$ cat src/rtl/sr_bist_pkg.sv
// Shared definitions for the SR flip-flop BIST engine: FSM state encoding,
// directed vector set, LFSR constants and the LFSR step function.
package sr_bist_pkg;

  typedef enum logic [2:0] {
    ST_IDLE,
    ST_DUT_RST,
    ST_DIRECTED,
    ST_RANDOM,
    ST_DRAIN,
    ST_DONE
  } state_t;

  localparam logic [15:0] LFSR_MASK    = 16'hB400;
  localparam logic [15:0] DEFAULT_SEED = 16'hACE1;
  localparam int unsigned NUM_DIRECTED = 5;

  // {s, r} encodings
  localparam logic [1:0] VEC_SET   = 2'b10;
  localparam logic [1:0] VEC_HOLD  = 2'b00;
  localparam logic [1:0] VEC_RESET = 2'b01;
  localparam logic [1:0] VEC_BOTH  = 2'b11;

  // Directed sequence: set, hold, reset, hold, both-asserted.
  function automatic logic [1:0] directed_vec(input logic [2:0] i);
    case (i)
      3'd0:    return VEC_SET;
      3'd1:    return VEC_HOLD;
      3'd2:    return VEC_RESET;
      3'd3:    return VEC_HOLD;
      default: return VEC_BOTH;
    endcase
  endfunction

  // 16-bit Galois LFSR, right shift.
  function automatic logic [15:0] lfsr_step(input logic [15:0] s);
    return {1'b0, s[15:1]} ^ (s[0] ? LFSR_MASK : 16'h0000);
  endfunction

endpackage

$ cat src/rtl/sr_ff_bist_if.sv
// Control/status handshake between a run requester (master) and the BIST
// engine (slave).
//   start      : one-cycle run request
//   seed       : LFSR seed, sampled with an accepted start
//   busy/done  : run in progress / one-cycle end-of-run pulse
//   pass       : run had no mismatches (held until next accepted start)
//   err_count  : saturating mismatch count
//   first_fail : index of first mismatching vector, all-ones if none
interface sr_ff_bist_if #(
  parameter int unsigned ERR_W = 8,
  parameter int unsigned IDX_W = 16
) ();
  logic             start;
  logic [15:0]      seed;
  logic             busy;
  logic             done;
  logic             pass;
  logic [ERR_W-1:0] err_count;
  logic [IDX_W-1:0] first_fail;

  modport master (
    output start, seed,
    input  busy, done, pass, err_count, first_fail
  );

  modport slave (
    input  start, seed,
    output busy, done, pass, err_count, first_fail
  );
endinterface

$ cat src/rtl/sr_bist_lfsr.sv
// 16-bit Galois LFSR with synchronous load and advance enable.
//   clk, rst_n : clock, async active-low reset (state -> DEFAULT_SEED)
//   i_load     : load i_seed (zero seed replaced by DEFAULT_SEED)
//   i_en       : advance one step
//   o_vec      : low two state bits, used as the {s, r} vector
module sr_bist_lfsr
  import sr_bist_pkg::*;
(
  input  logic        clk,
  input  logic        rst_n,
  input  logic        i_load,
  input  logic [15:0] i_seed,
  input  logic        i_en,
  output logic [1:0]  o_vec
);

  logic [15:0] r_lfsr;

  always_ff @(posedge clk or negedge rst_n) begin
    if (!rst_n) begin
      r_lfsr <= DEFAULT_SEED;
    end else if (i_load) begin
      r_lfsr <= (i_seed == '0) ? DEFAULT_SEED : i_seed;
    end else if (i_en) begin
      r_lfsr <= lfsr_step(r_lfsr);
    end
  end

  assign o_vec = r_lfsr[1:0];

endmodule

$ cat src/rtl/sr_ff_bist.sv
// BIST engine for the SR flip-flop cell: resets the cell, drives a directed
// then pseudo-random {s, r} sequence, and compares q/q_bar against a golden
// model through a CHECK_LAT-deep check pipeline.
//   clk, rst_n          : clock shared with the cell, async active-low reset
//   ctl                 : start/seed request and busy/done/pass/err/first_fail
//   dut_rst_n           : reset to the cell, active-low
//   s_out, r_out        : set/reset drive to the cell
//   q_in, q_bar_in      : cell outputs under test
module sr_ff_bist
  import sr_bist_pkg::*;
#(
  parameter int unsigned NUM_VECTORS = 32,
  parameter int unsigned CHECK_LAT   = 1,
  parameter int unsigned ERR_W       = 8,
  parameter int unsigned IDX_W       = 16
) (
  input  logic         clk,
  input  logic         rst_n,
  sr_ff_bist_if.slave  ctl,
  output logic         dut_rst_n,
  output logic         s_out,
  output logic         r_out,
  input  logic         q_in,
  input  logic         q_bar_in
);

  state_t           r_state;
  logic [15:0]      r_cnt;
  logic [IDX_W-1:0] r_idx;
  logic             r_dut_rst_n, r_s, r_r;
  logic             r_busy, r_done, r_pass;
  logic [ERR_W-1:0] r_err;
  logic [IDX_W-1:0] r_first_fail;
  logic             r_mq, r_mknown;
  logic             r_pv [CHECK_LAT];
  logic             r_pe [CHECK_LAT];
  logic [IDX_W-1:0] r_pi [CHECK_LAT];

  logic             w_start_acc;
  logic [1:0]       w_lfsr_vec;
  logic             w_lfsr_en;
  logic [1:0]       w_vec;
  logic             w_vec_active;
  logic             w_push_v, w_push_e;
  logic             w_rst_chk;
  logic             w_chk_v, w_chk_e;
  logic [IDX_W-1:0] w_chk_idx;
  logic             w_mismatch;
  logic [ERR_W-1:0] w_err_next;

  assign w_start_acc  = (r_state == ST_IDLE) && ctl.start;
  assign w_vec        = {r_s, r_r};
  assign w_vec_active = (r_state == ST_DIRECTED) || (r_state == ST_RANDOM);

  // The LFSR runs one step ahead of s_out/r_out: it advances on the edge that
  // copies its low bits into the registered outputs, so each random vector is
  // the LFSR value of its own cycle.
  assign w_lfsr_en = ((r_state == ST_DIRECTED) && (r_cnt == 16'(NUM_DIRECTED - 1)))
                   || (r_state == ST_RANDOM);

  sr_bist_lfsr u_lfsr (
    .clk    (clk),
    .rst_n  (rst_n),
    .i_load (w_start_acc),
    .i_seed (ctl.seed),
    .i_en   (w_lfsr_en),
    .o_vec  (w_lfsr_vec)
  );

  // Expected response of the vector currently on s_out/r_out; 11 and
  // hold-while-unknown are masked.
  always_comb begin
    w_push_v = 1'b0;
    w_push_e = 1'b0;
    if (w_vec_active) begin
      unique case (w_vec)
        VEC_SET:   begin w_push_v = 1'b1;     w_push_e = 1'b1; end
        VEC_RESET: begin w_push_v = 1'b1;     w_push_e = 1'b0; end
        VEC_HOLD:  begin w_push_v = r_mknown; w_push_e = r_mq; end
        default:   ;
      endcase
    end
  end

  // Reset check is taken directly in the second DUT_RST cycle as index 0;
  // the pipeline is empty then, so the two sources never collide.
  assign w_rst_chk  = (r_state == ST_DUT_RST) && (r_cnt != '0);
  assign w_chk_v    = w_rst_chk || r_pv[CHECK_LAT-1];
  assign w_chk_e    = w_rst_chk ? 1'b0 : r_pe[CHECK_LAT-1];
  assign w_chk_idx  = w_rst_chk ? '0 : r_pi[CHECK_LAT-1];
  assign w_mismatch = w_chk_v && ((q_in != w_chk_e) || (q_bar_in != ~q_in));
  assign w_err_next = (w_mismatch && (r_err != '1)) ? r_err + ERR_W'(1) : r_err;

  // Golden model and check pipeline
  always_ff @(posedge clk or negedge rst_n) begin
    if (!rst_n) begin
      r_mq     <= 1'b0;
      r_mknown <= 1'b1;
      for (int unsigned i = 0; i < CHECK_LAT; i++) begin
        r_pv[i] <= 1'b0;
        r_pe[i] <= 1'b0;
        r_pi[i] <= '0;
      end
    end else begin
      r_pv[0] <= w_push_v;
      r_pe[0] <= w_push_e;
      r_pi[0] <= r_idx;
      for (int unsigned i = 1; i < CHECK_LAT; i++) begin
        r_pv[i] <= r_pv[i-1];
        r_pe[i] <= r_pe[i-1];
        r_pi[i] <= r_pi[i-1];
      end
      if (w_start_acc) begin
        r_mq     <= 1'b0;
        r_mknown <= 1'b1;
      end else if (w_vec_active) begin
        unique case (w_vec)
          VEC_SET:   begin r_mq <= 1'b1; r_mknown <= 1'b1; end
          VEC_RESET: begin r_mq <= 1'b0; r_mknown <= 1'b1; end
          VEC_BOTH:  r_mknown <= 1'b0;
          default:   ;
        endcase
      end
    end
  end

  // Error accounting
  always_ff @(posedge clk or negedge rst_n) begin
    if (!rst_n) begin
      r_err        <= '0;
      r_first_fail <= '1;
    end else if (w_start_acc) begin
      r_err        <= '0;
      r_first_fail <= '1;
    end else if (w_mismatch) begin
      r_err <= w_err_next;
      if (r_first_fail == '1) r_first_fail <= w_chk_idx;
    end
  end

  // Sequencing FSM with registered outputs
  always_ff @(posedge clk or negedge rst_n) begin
    if (!rst_n) begin
      r_state     <= ST_IDLE;
      r_cnt       <= '0;
      r_idx       <= '0;
      r_dut_rst_n <= 1'b0;
      r_s         <= 1'b0;
      r_r         <= 1'b0;
      r_busy      <= 1'b0;
      r_done      <= 1'b0;
      r_pass      <= 1'b0;
    end else begin
      r_done <= 1'b0;
      unique case (r_state)
        ST_IDLE: begin
          r_dut_rst_n <= 1'b1;
          r_s         <= 1'b0;
          r_r         <= 1'b0;
          if (ctl.start) begin
            r_pass      <= 1'b0;
            r_busy      <= 1'b1;
            r_dut_rst_n <= 1'b0;
            r_cnt       <= '0;
            r_state     <= ST_DUT_RST;
          end
        end
        ST_DUT_RST: begin
          if (r_cnt == '0) begin
            r_cnt <= 16'd1;
          end else begin
            r_dut_rst_n <= 1'b1;
            {r_s, r_r}  <= directed_vec(3'd0);
            r_idx       <= IDX_W'(1);
            r_cnt       <= '0;
            r_state     <= ST_DIRECTED;
          end
        end
        ST_DIRECTED: begin
          r_idx <= r_idx + IDX_W'(1);
          if (r_cnt == 16'(NUM_DIRECTED - 1)) begin
            {r_s, r_r} <= w_lfsr_vec;
            r_cnt      <= '0;
            r_state    <= ST_RANDOM;
          end else begin
            {r_s, r_r} <= directed_vec(r_cnt[2:0] + 3'd1);
            r_cnt      <= r_cnt + 16'd1;
          end
        end
        ST_RANDOM: begin
          r_idx <= r_idx + IDX_W'(1);
          if (r_cnt == 16'(NUM_VECTORS - 1)) begin
            r_s     <= 1'b0;
            r_r     <= 1'b0;
            r_cnt   <= '0;
            r_state <= ST_DRAIN;
          end else begin
            {r_s, r_r} <= w_lfsr_vec;
            r_cnt      <= r_cnt + 16'd1;
          end
        end
        ST_DRAIN: begin
          if (r_cnt == 16'(CHECK_LAT - 1)) begin
            // last in-flight compare lands on this edge, so use the updated count
            r_done  <= 1'b1;
            r_pass  <= (w_err_next == '0);
            r_state <= ST_DONE;
          end else begin
            r_cnt <= r_cnt + 16'd1;
          end
        end
        ST_DONE: begin
          r_busy  <= 1'b0;
          r_state <= ST_IDLE;
        end
        default: r_state <= ST_IDLE;
      endcase
    end
  end

  assign dut_rst_n      = r_dut_rst_n;
  assign s_out          = r_s;
  assign r_out          = r_r;
  assign ctl.busy       = r_busy;
  assign ctl.done       = r_done;
  assign ctl.pass       = r_pass;
  assign ctl.err_count  = r_err;
  assign ctl.first_fail = r_first_fail;

endmodule

$ cat src/flat_wrapper.sv
// flat-port wrapper written by rule: the top's interface ports become plain ports
module sr_ff_bist_flat import sr_bist_pkg::*;
#(
  parameter int unsigned NUM_VECTORS = 32,
  parameter int unsigned CHECK_LAT   = 1,
  parameter int unsigned ERR_W       = 8,
  parameter int unsigned IDX_W       = 16
)
  (clk, rst_n, dut_rst_n, s_out, r_out, q_in, q_bar_in, ctl_start, ctl_seed, ctl_busy, ctl_done, ctl_pass, ctl_err_count, ctl_first_fail);
  sr_ff_bist_if #(.ERR_W(ERR_W), .IDX_W(IDX_W)) ctl_i ();
  input  logic clk;
  input  logic rst_n;
  output logic dut_rst_n;
  output logic s_out;
  output logic r_out;
  input  logic q_in;
  input  logic q_bar_in;
  input wire logic [$bits(ctl_i.start)-1:0] ctl_start;
  input wire logic [$bits(ctl_i.seed)-1:0] ctl_seed;
  output wire logic [$bits(ctl_i.busy)-1:0] ctl_busy;
  output wire logic [$bits(ctl_i.done)-1:0] ctl_done;
  output wire logic [$bits(ctl_i.pass)-1:0] ctl_pass;
  output wire logic [$bits(ctl_i.err_count)-1:0] ctl_err_count;
  output wire logic [$bits(ctl_i.first_fail)-1:0] ctl_first_fail;
  assign ctl_i.start = ctl_start;
  assign ctl_i.seed = ctl_seed;
  assign ctl_busy = ctl_i.busy;
  assign ctl_done = ctl_i.done;
  assign ctl_pass = ctl_i.pass;
  assign ctl_err_count = ctl_i.err_count;
  assign ctl_first_fail = ctl_i.first_fail;
  sr_ff_bist #(.NUM_VECTORS(NUM_VECTORS), .CHECK_LAT(CHECK_LAT), .ERR_W(ERR_W), .IDX_W(IDX_W)) u_core (.clk(clk), .rst_n(rst_n), .ctl(ctl_i), .dut_rst_n(dut_rst_n), .s_out(s_out), .r_out(r_out), .q_in(q_in), .q_bar_in(q_bar_in));
endmodule
$ cat config.mk
export PLATFORM = sky130hd
export DESIGN_NAME = sr_ff_bist_flat
export DESIGN_NICKNAME = d
export VERILOG_FILES = /design/src/rtl/sr_bist_pkg.sv /design/src/rtl/sr_ff_bist_if.sv /design/src/rtl/sr_bist_lfsr.sv /design/src/rtl/sr_ff_bist.sv /design/src/flat_wrapper.sv
export SDC_FILE = /design/constraint.sdc
export NUM_CORES = 1
export LEC_CHECK = 0
export ABC_AREA = 1
export CELL_PAD_IN_SITES_DETAIL_PLACEMENT = 2
export CELL_PAD_IN_SITES_GLOBAL_PLACEMENT = 2
export CORE_AREA = 2 2 150 108
export CTS_CLUSTER_SIZE = 40
export DETAILED_ROUTE_END_ITERATION = 10
export DIE_AREA = 0 0 152 110
export PLACE_DENSITY = 0.83
export SKIP_CTS_REPAIR_TIMING = 1
export SLEW_MARGIN = 30
export SYNTH_ARGS = -nofsm -noshare
export SYNTH_HDL_FRONTEND = slang
export SYNTH_HIERARCHICAL = 1
export SYNTH_SLANG_ARGS = --single-unit
$ cat constraint.sdc
create_clock -name clk -period 6.08 [get_ports clk]
set_clock_uncertainty 0.05 [all_clocks]
set_input_delay 1.216 -clock clk [delete_from_list [all_inputs] [get_ports clk]]
set_output_delay 1.216 -clock clk [all_outputs]
set_load 0.05 [all_outputs]
==> results of run 1 <==
==> state kept, by name (all words and copies together) (netlist names), 3 cells and up <==
signal	count
u_core/ctl.first_fail	16
u_core/r_cnt	16
u_core/r_idx	16
u_core/r_pi	16
u_core/u_lfsr/r_lfsr	16
u_core/ctl.err_count	8
u_core/r_state	3
==> worst max path at each step <==
| stage | startpoint | cells after the start | end | slack [ps] |
|---|---|---|---|---|
| after CTS | u_core/r_state[2]$_DFFE_PN0P_ | 9 | u_core/r_cnt[0]$_DFFE_PN0P_ | 3020 |
| after floorplan | ctl_start | 8 | u_core/u_lfsr/r_lfsr[1]$_DFFE_PN0P_ | 3690 |
| after global routing | u_core/r_state[2]$_DFFE_PN0P_ | 8 | u_core/r_idx[15]$_DFFE_PN0P_ | 2730 |
| final | u_core/r_state[2]$_DFFE_PN0P_ | 9 | u_core/r_cnt[0]$_DFFE_PN0P_ | 3070 |
| after global placement | ctl_start | 7 | u_core/ctl.pass$_DFFE_PN0P_ | 2810 |
| after detailed placement | ctl_start | 7 | u_core/ctl.pass$_DFFE_PN0P_ | 2750 |
==> worst reg2reg max path, delay by kind of cell, from the launching register on <==
| kind | cells | cell delay [ps] |
|---|---|---|
| compound gates | 2 | 380 |
| buf+inv | 2 | 500 |
| flops | 1 | 430 |
| simple gates | 5 | 1570 |
==> routing by layer <==
| layer | global-route usage (%) | vias up |
|---|---|---|
| met4 | 4.81 | 0 |
| met1 | 24.2 | 2214 |
| li1 | - | 2119 |
| met5 | 0 | - |
| met3 | 3.17 | 11 |
| met2 | 34.2 | 37 |
==> Yosys cell counts (all sizes together) (2+ instances only) <==
cell type  count
dfstp         25
a31oi          4
nor2          95
a22oi          2
nand4         17
nor4           4
o22ai          5
nand2        133
xor2           7
a21oi         37
inv           80
o211ai         3
xnor2          4
a211oi         2
clkbuf         4
buf           13
nand3         30
a221oi         3
dfrtp         76
nor3          14
o21ai         46
ha            11
==> power by group <==
part	switching (mW)	internal [mW]	leakage (nW)
combinational	1.00	0.442	1.38
sequential	0.156	0.919	1.27
clock	0.278	0.287	0.137
total	1.43	1.65	2.80
==> cell type report <==
class,count,area [sq um],share of cell area (%)
repair buffers,52,513,8.34
inverters,81,309,5.02
flip-flops and latches,101,2560,41.6
clock inverters,6,56.3,0.915
well taps,200,250,4.07
clock buffers,10,229,3.72
multi-input cells,423,2230,36.3
==> metrics by stage <==
| step | hold slack [ps] | power [mW] | instance area [sq um] | cells |
|---|---|---|---|---|
| 2_1_floorplan | 304 | 2.10 | 5220 | 622 |
| 3_3_place_gp | 309 | 2.45 | 5870 | 857 |
| 3_5_place_dp | 328 | 2.55 | 5870 | 857 |
| 4_1_cts | 346 | 3.13 | 6150 | 873 |
| 5_1_grt | 364 | 3.31 | 6150 | 873 |
| 6_report | 335 | 3.08 | 6150 | 873 |
==> kinds of logic (layout without fill, tap and decap cells) <==
family	count (synthesis)	after routing	share of synthesized area [%]
buffers and inverters	98	149	8.29
AND/OR/NAND/NOR	293	293	26.3
flip-flops	101	101	49.0
XOR/XNOR	11	11	1.84
adder cells (fa/ha/maj)	11	11	2.63
AO/OA/AOI/OAI	108	108	12.0
==> out/qor.yml, run 1 <==
status: "completed"
wl_met3_um: 306
mostFrequentLayoutCell: "nand2_1"
final_max_slew_viol_count: 0
p_per_area_nw_per_um2: 501
syn_to_final_growth_pct: 17.7
setup_ws_ps: 3070
rows: 38
vias: 4381
synth_area_sq_um: 5220
ys_warn_count: 6
critPathMaxStageDelay_ps: 730
final_util_pct: 40.3
path_delay_family: "simple AND/OR/NAND/NOR gates"
grt_pass1_wl_um: 25400
cts_buffers: 9
worst-setup-path-type: "flip-flop to flip-flop"
clock-sinks: 101
hpwl_um: 11100
drc: 0
die_x_um: 152
ys_seq_area_share_pct: 49.0
r2r_slack_ps: 3070
period_needed_ps: 3010
start_util_pct: 34.2
min_period_over_period_pct: 49.4
htree_num_levels: 3
slew_headroom_pct: 38.6
die_area_sq_um: 16700
p_leak_nw: 2.80
grt_max_degree: 57
yosys-top-cells-area: "dfrtp_1 (36%), dfstp_2 (13%), nand2_1 (8.9%)"
fillers: 1706
worst_pin_slew_ps: 917
async_flop_share_pct: 100
cts_buffer_depth: 2
rsz0062_at_grt: "no"
crit_chain: "nor2_1 -> inv_1 -> nor2_1 -> o21ai_1 -> nand2_1 -> inv_2 -> nand2_1 -> nand2_1 -> o211ai_1"
crit_top_cell: "nand2_1"
setup_tns_ps: 0
overflow: 0
root_buffer: "clkbuf_16"
final_nets: 700
portBuffers: 50
final_cell_mix: "nand2_1 (124), nor2_1 (81), dfrtp_1 (76)"
setup.worst_path.end_class: "flip-flop"
path_buf_inv: 2
r2r_start: "u_core/r_state[2]$_DFFE_PN0P_"
clkTransAtPathRegs_ps: 70
synth_largest_area_cell: "dfrtp_1"
grt_antenna_before_repair: 0
path_max_fanout: 11
avgSynthCellArea_sq_um: 8.40
cp_data_required_time_ps: 6300
ys_ff_latch: 101
final-hold-violation-count: 0
clk_latency_ps: 350
die_h_um: 110
synth_cell_type_count: 45
first_global_vias: 4827
worstSetupStartpointType: "flip-flop"
drt-total-wl_um: 14900
drt_iter0_markers: 179
worstHoldEndpoint: "u_core/r_pi[15]$_DFF_PN0_"
wl_per_cell_um: 17.1
hp-class: "flip-flop to flip-flop"
yosys.area.top_type_share_pct: 36.4
reg2reg_to: "u_core/r_cnt[0]$_DFFE_PN0P_"
tritoncts: "built"
peakVddDrop_mv: 0.150
synth_ff_type: "dfrtp_1"
worstHoldStart: "u_core/r_idx[15]$_DFFE_PN0P_"
slowest_stage: "nor2_1"
ios: 51
setup_viol: 0
coreArea_sq_um: 15300
track_usage_pct: 19.0
viasPerCell: 5.02
highest_layer: "met4"
r2r_cells: 9
met2WireLength_um: 7460
diodes: 0
cp_data_arrival_time_ps: 3220
synth_edf_count: 0
finalWeightedCongestion: 0.833
syn-num-nets: 654
dr.pass1.iters: 4
fmax_mhz: 333
dp_slack_ps: 2750
holdPathStages: 0
ant_nets: 0
syn_inst: 622
met1_length_um: 6970
drive_above_1_share_pct: 12.5
max_cap_violations: 0
Note: power is estimated with default switching activity, not from simulation.
==> run 2: changes to the inputs <==
==> constraint.sdc (replaced) <==
create_clock -name clk -period 3.1 [get_ports clk]
set_clock_uncertainty 0.05 [all_clocks]
set_input_delay 0.62 -clock clk [delete_from_list [all_inputs] [get_ports clk]]
set_output_delay 0.62 -clock clk [all_outputs]
set_load 0.05 [all_outputs]
==> run 2 against run 1 <==
Maximum frequency up 17%. Sequential power up 98%. Worst hold slack worse by 68 ps. Count of clock-buffer cells in the layout unchanged. Highest routed layer unchanged. Largest cell class unchanged. Non-clock buffer count up 2. Critical endpoint is now u_core/u_lfsr/r_lfsr[3]$_DFFE_PN0P_. Flip-flop and latch count unchanged. Combinational power up 99%. Utilization up 0.18 points. Sequential share of layout area down 0.19 points. Critical path depth unchanged. Via count unchanged.
==> out/qor.yml, run 2 (synthesis results as in run 1) <==
status: "completed"
root_buffer: "clkbuf_16"
clk_latency_ps: 350
grt_pass1_wl_um: 25300
rsz0062_at_grt: "no"
die_area_sq_um: 16700
ios: 51
portBuffers: 50
die_x_um: 152
fillers: 1731
drive_above_1_share_pct: 12.7
coreArea_sq_um: 15300
drt-total-wl_um: 15000
setup_viol: 0
path_max_fanout: 10
dr.pass1.iters: 4
track_usage_pct: 18.8
cts_buffer_depth: 2
wl_per_cell_um: 17.2
cp_data_arrival_time_ps: 2750
min_period_over_period_pct: 83.0
syn_to_final_growth_pct: 18.3
p_leak_nw: 2.81
hpwl_um: 11300
fmax_mhz: 389
drc: 0
clock-sinks: 101
tritoncts: "built"
overflow: 0
ant_nets: 0
diodes: 0
max_cap_violations: 0
vias: 4381
mostFrequentLayoutCell: "nand2_1"
grt_max_degree: 54
worstSetupStartpointType: "flip-flop"
setup.worst_path.end_class: "flip-flop"
first_global_vias: 4904
drt_iter0_markers: 191
final_nets: 702
area.sequential_sq_um: 2560
grt_antenna_before_repair: 0
peakVddDrop_mv: 0.315
viasPerCell: 5.01
finalWeightedCongestion: 0.792
cp_data_required_time_ps: 3280
setup_tns_ps: 0
p_per_area_nw_per_um2: 986
final-hold-violation-count: 0
multi_input_area_sq_um: 2230
final_cell_mix: "nand2_1 (124), nor2_1 (81), dfrtp_1 (76)"
die_h_um: 110
worst_pin_slew_ps: 674
hp-class: "input pin to asynchronous set/reset pin"
htree_num_levels: 3
worst-setup-path-type: "flip-flop to flip-flop"
slew_headroom_pct: 55.1
cts_buffers: 9
p_total_mw: 6.09
final_max_slew_viol_count: 0
clkTransAtPathRegs_ps: 80
start_util_pct: 34.2
rows: 38
period_needed_ps: 2570
## run 2: cell count changes in the layout (fill, tap and decap cells not counted), sizes merged
cell	previous run	this run
buf	3	5
## run 2: final timing paths
kind                                                   start                                   to  slack, ps  cells past startpoint
worst max-delay path             u_core/r_cnt[0]$_DFFE_PN0P_  u_core/u_lfsr/r_lfsr[3]$_DFFE_PN0P_        530                      9
worst min-delay path                                   rst_n  u_core/ctl.err_count[7]$_DFFE_PN0P_        270                      1
worst max register to register   u_core/r_cnt[0]$_DFFE_PN0P_  u_core/u_lfsr/r_lfsr[3]$_DFFE_PN0P_        530                      9
worst min register to register  u_core/r_idx[15]$_DFFE_PN0P_            u_core/r_pi[15]$_DFF_PN0_        330                      0
max in group asynchronous                              rst_n  u_core/u_lfsr/r_lfsr[5]$_DFFE_PN1P_       1970                      2
min in group clk                u_core/r_idx[15]$_DFFE_PN0P_            u_core/r_pi[15]$_DFF_PN0_        330                      0
## run 2: worst max-delay path, stage by stage (launching register included)
cell and delay, ps:
dfrtp_1 430, inv_1 130, ha_1 220, inv_1 60, nor4_1 480, nand3_1 230
nand2_1 330, inv_2 190, o21ai_0 230, a21oi_1 100
## run 2: layout make-up
type | instances | share of cell area (%)
clock buffer | 10 | 3.71
clock inverter | 6 | 0.911
inverter | 81 | 5.00
multi-input combinational | 423 | 36.2
sequential | 101 | 41.4
tap | 200 | 4.05
timing repair buffer | 54 | 8.75
## run 2: layer usage
layer	up-vias	routed length, um	GRT usage [%]
met2	39	7740	34.5
met4	0	114	4.07
met5	-	0	0
li1	2124	-	-
met3	9	306	3.09
met1	2209	6890	23.8
## run 2: through the flow
step | utilization (%) | instance area (sq um) | worst slack, ps | instances | hold slack (ps)
CTS | 40.5 | 6180 | 552 | 875 | 283
global route | 40.5 | 6180 | 355 | 875 | 323
finish | 40.5 | 6180 | 526 | 875 | 266
floorplan | - | 5220 | 969 | 622 | 274
detailed placement | 38.6 | 5890 | 364 | 859 | 313
global placement | 38.6 | 5890 | 447 | 859 | 310
## run 2: where the power goes
| group | total (mW) | switching [mW] | internal [mW] |
|---|---|---|---|
| sequential | 2.12 | 0.316 | 1.80 |
| combinational | 2.87 | 1.99 | 0.886 |
| clock | 1.10 | 0.534 | 0.563 |
==> run 3: changes to the inputs <==
==> constraint.sdc (replaced) <==
create_clock -name clk -period 2.6 [get_ports clk]
set_clock_uncertainty 0.05 [all_clocks]
set_input_delay 0.52 -clock clk [delete_from_list [all_inputs] [get_ports clk]]
set_output_delay 0.52 -clock clk [all_outputs]
set_load 0.05 [all_outputs]
==> run 3 against run 2 <==
Utilization is 0.25 points higher. Flip-flop and latch count did not move. Wire length rose by 3.1%. Clock power grew 18%. Via count up 2.1%. Global-route usage up 0.53 points. Non-clock buffer count up 4. Critical path depth increased by 1. Combinational power increased by 22%. Critical endpoint is now u_core/u_lfsr/r_lfsr[5]$_DFFE_PN1P_. Highest routed layer unchanged.
==> out/qor.yml, run 3 (synthesis results as in run 1) <==
grtUsageMet1_pct: 24.2
grt_antenna_before_repair: 0
crit_chain: "nor2_1 -> inv_1 -> nor2_1 -> inv_1 -> nor2_2 -> buf_4 -> nor2_8 -> nor2_1 -> nand2_1 -> nand2_1"
cp.depth: 10
wl_per_cell_um: 17.7
p_leak_nw: 2.83
portBuffers: 50
max_cap_violations: 0
p_per_area_nw_per_um2: 1180
reg2reg_to: "u_core/u_lfsr/r_lfsr[5]$_DFFE_PN1P_"
die_x_um: 152
clkTransAtPathRegs_ps: 70
vias: 4472
rsz0062_at_grt: "no"
worst-setup-path-type: "flip-flop to flip-flop"
die_h_um: 110
track_usage_pct: 19.4
first_global_vias: 4923
clk_latency_ps: 350
final-hold-violation-count: 0
worstSetupStartpointType: "flip-flop"
ant_nets: 0
worst_pin_slew_ps: 583
cts_buffer_depth: 2
diodes: 0
cp_data_required_time_ps: 2840
path_buf_inv: 3
setup_tns_ps: 0
drt_iter0_markers: 154
hpwl_um: 11400
hp-class: "input pin to asynchronous set/reset pin"
syn_to_final_growth_pct: 19.0
period_needed_ps: 2360
overflow: 0
use_met3_pct: 3.09
ios: 51
globalRoute.busiestLayer: "met2"
p_total_mw: 7.34
dr.pass1.iters: 4
final_max_slew_viol_count: 0
setup.worst_path.end_class: "flip-flop"
cp_data_arrival_time_ps: 2600
root_buffer: "clkbuf_16"
fmax_mhz: 423
clock-sinks: 101
setup_ws_ps: 236
crit_top_cell: "nor2_1"
r2r_cells: 10
mostFrequentLayoutCell: "nand2_1"
use_met2_pct: 35.9
r2r_slack_ps: 240
final_cell_mix: "nand2_1 (124), nor2_1 (81), dfrtp_1 (76)"
grt_max_degree: 62
htree_num_levels: 3
status: "completed"
slew_headroom_pct: 60.8
rows: 38
cts_buffers: 9
final_nets: 706
setup_viol: 0
die_area_sq_um: 16700
path_max_fanout: 18
drc: 0
peakVddDrop_mv: 0.382
drive_above_1_share_pct: 13.4
finalWeightedCongestion: 0.790
viasPerCell: 5.09
min_period_over_period_pct: 90.9
critPathMaxStageDelay_ps: 440
grt_pass1_wl_um: 26000
coreArea_sq_um: 15300
path_delay_family: "simple AND/OR/NAND/NOR gates"
tritoncts: "built"
start_util_pct: 34.2
r2r_start: "u_core/r_state[0]$_DFFE_PN0P_"
drt-total-wl_um: 15500
slowest_stage: "dfrtp_1"
dp_slack_ps: 275
## run 3: changes by cell type in the layout (fill, tap and decap cells not counted), sizes merged
cell,before,now
buf,5,9
clkinv,3,5
inv,83,81
## run 3: worst reg2reg max path, cell delays in order, from the launching register on
cell and delay [ps]:
dfrtp_1 440, nor2_1 240, inv_1 130, nor2_1 290
inv_1 100, nor2_2 150, buf_4 310, nor2_8 140
nor2_1 290, nand2_1 110, nand2_1 70
## run 3: per-stage QoR
| stage | util, % | hold slack, ps | cell area, sq um | std cells |
|---|---|---|---|---|
| final | 40.7 | 103 | 6220 | 879 |
| after floorplan | - | 174 | 5220 | 622 |
| after global routing | 40.7 | 133 | 6220 | 879 |
| after detailed placement | 38.8 | 327 | 5920 | 863 |
| after CTS | 40.7 | 110 | 6210 | 879 |
| after global placement | 38.8 | 312 | 5920 | 863 |
## run 3: per-layer routing
metal / routed length [um] / vias up
li1: - / 2134
met1: 7080 / 2277
met2: 7960 / 46
met3: 313 / 15
met4: 158 / 0
met5: 0 / -
## run 3: power by group
group,internal (mW),switching [mW]
registers,2.15,0.370
clock network,0.667,0.635
logic,1.09,2.43
## run 3: how the worst max path moves through the flow
stage,to,startpoint
2_1_floorplan,u_core/ctl.pass$_DFFE_PN0P_,u_core/ctl.err_count[0]$_DFFE_PN0P_
3_3_place_gp,u_core/u_lfsr/r_lfsr[5]$_DFFE_PN1P_,ctl_start
3_5_place_dp,u_core/ctl.pass$_DFFE_PN0P_,u_core/r_cnt[0]$_DFFE_PN0P_
4_1_cts,u_core/ctl.pass$_DFFE_PN0P_,u_core/r_cnt[0]$_DFFE_PN0P_
5_1_grt,u_core/u_lfsr/r_lfsr[5]$_DFFE_PN1P_,u_core/r_state[0]$_DFFE_PN0P_
6_report,u_core/u_lfsr/r_lfsr[5]$_DFFE_PN1P_,u_core/r_state[0]$_DFFE_PN0P_
## run 3: area by class of cell
class,instances,area [sq um]
clock buffers,10,229
clock inverters,6,58.8
fillers,1702,9040
inverters,81,309
multi-input cells,423,2240
flip-flops and latches,101,2560
well taps,200,250
repair buffers,58,571
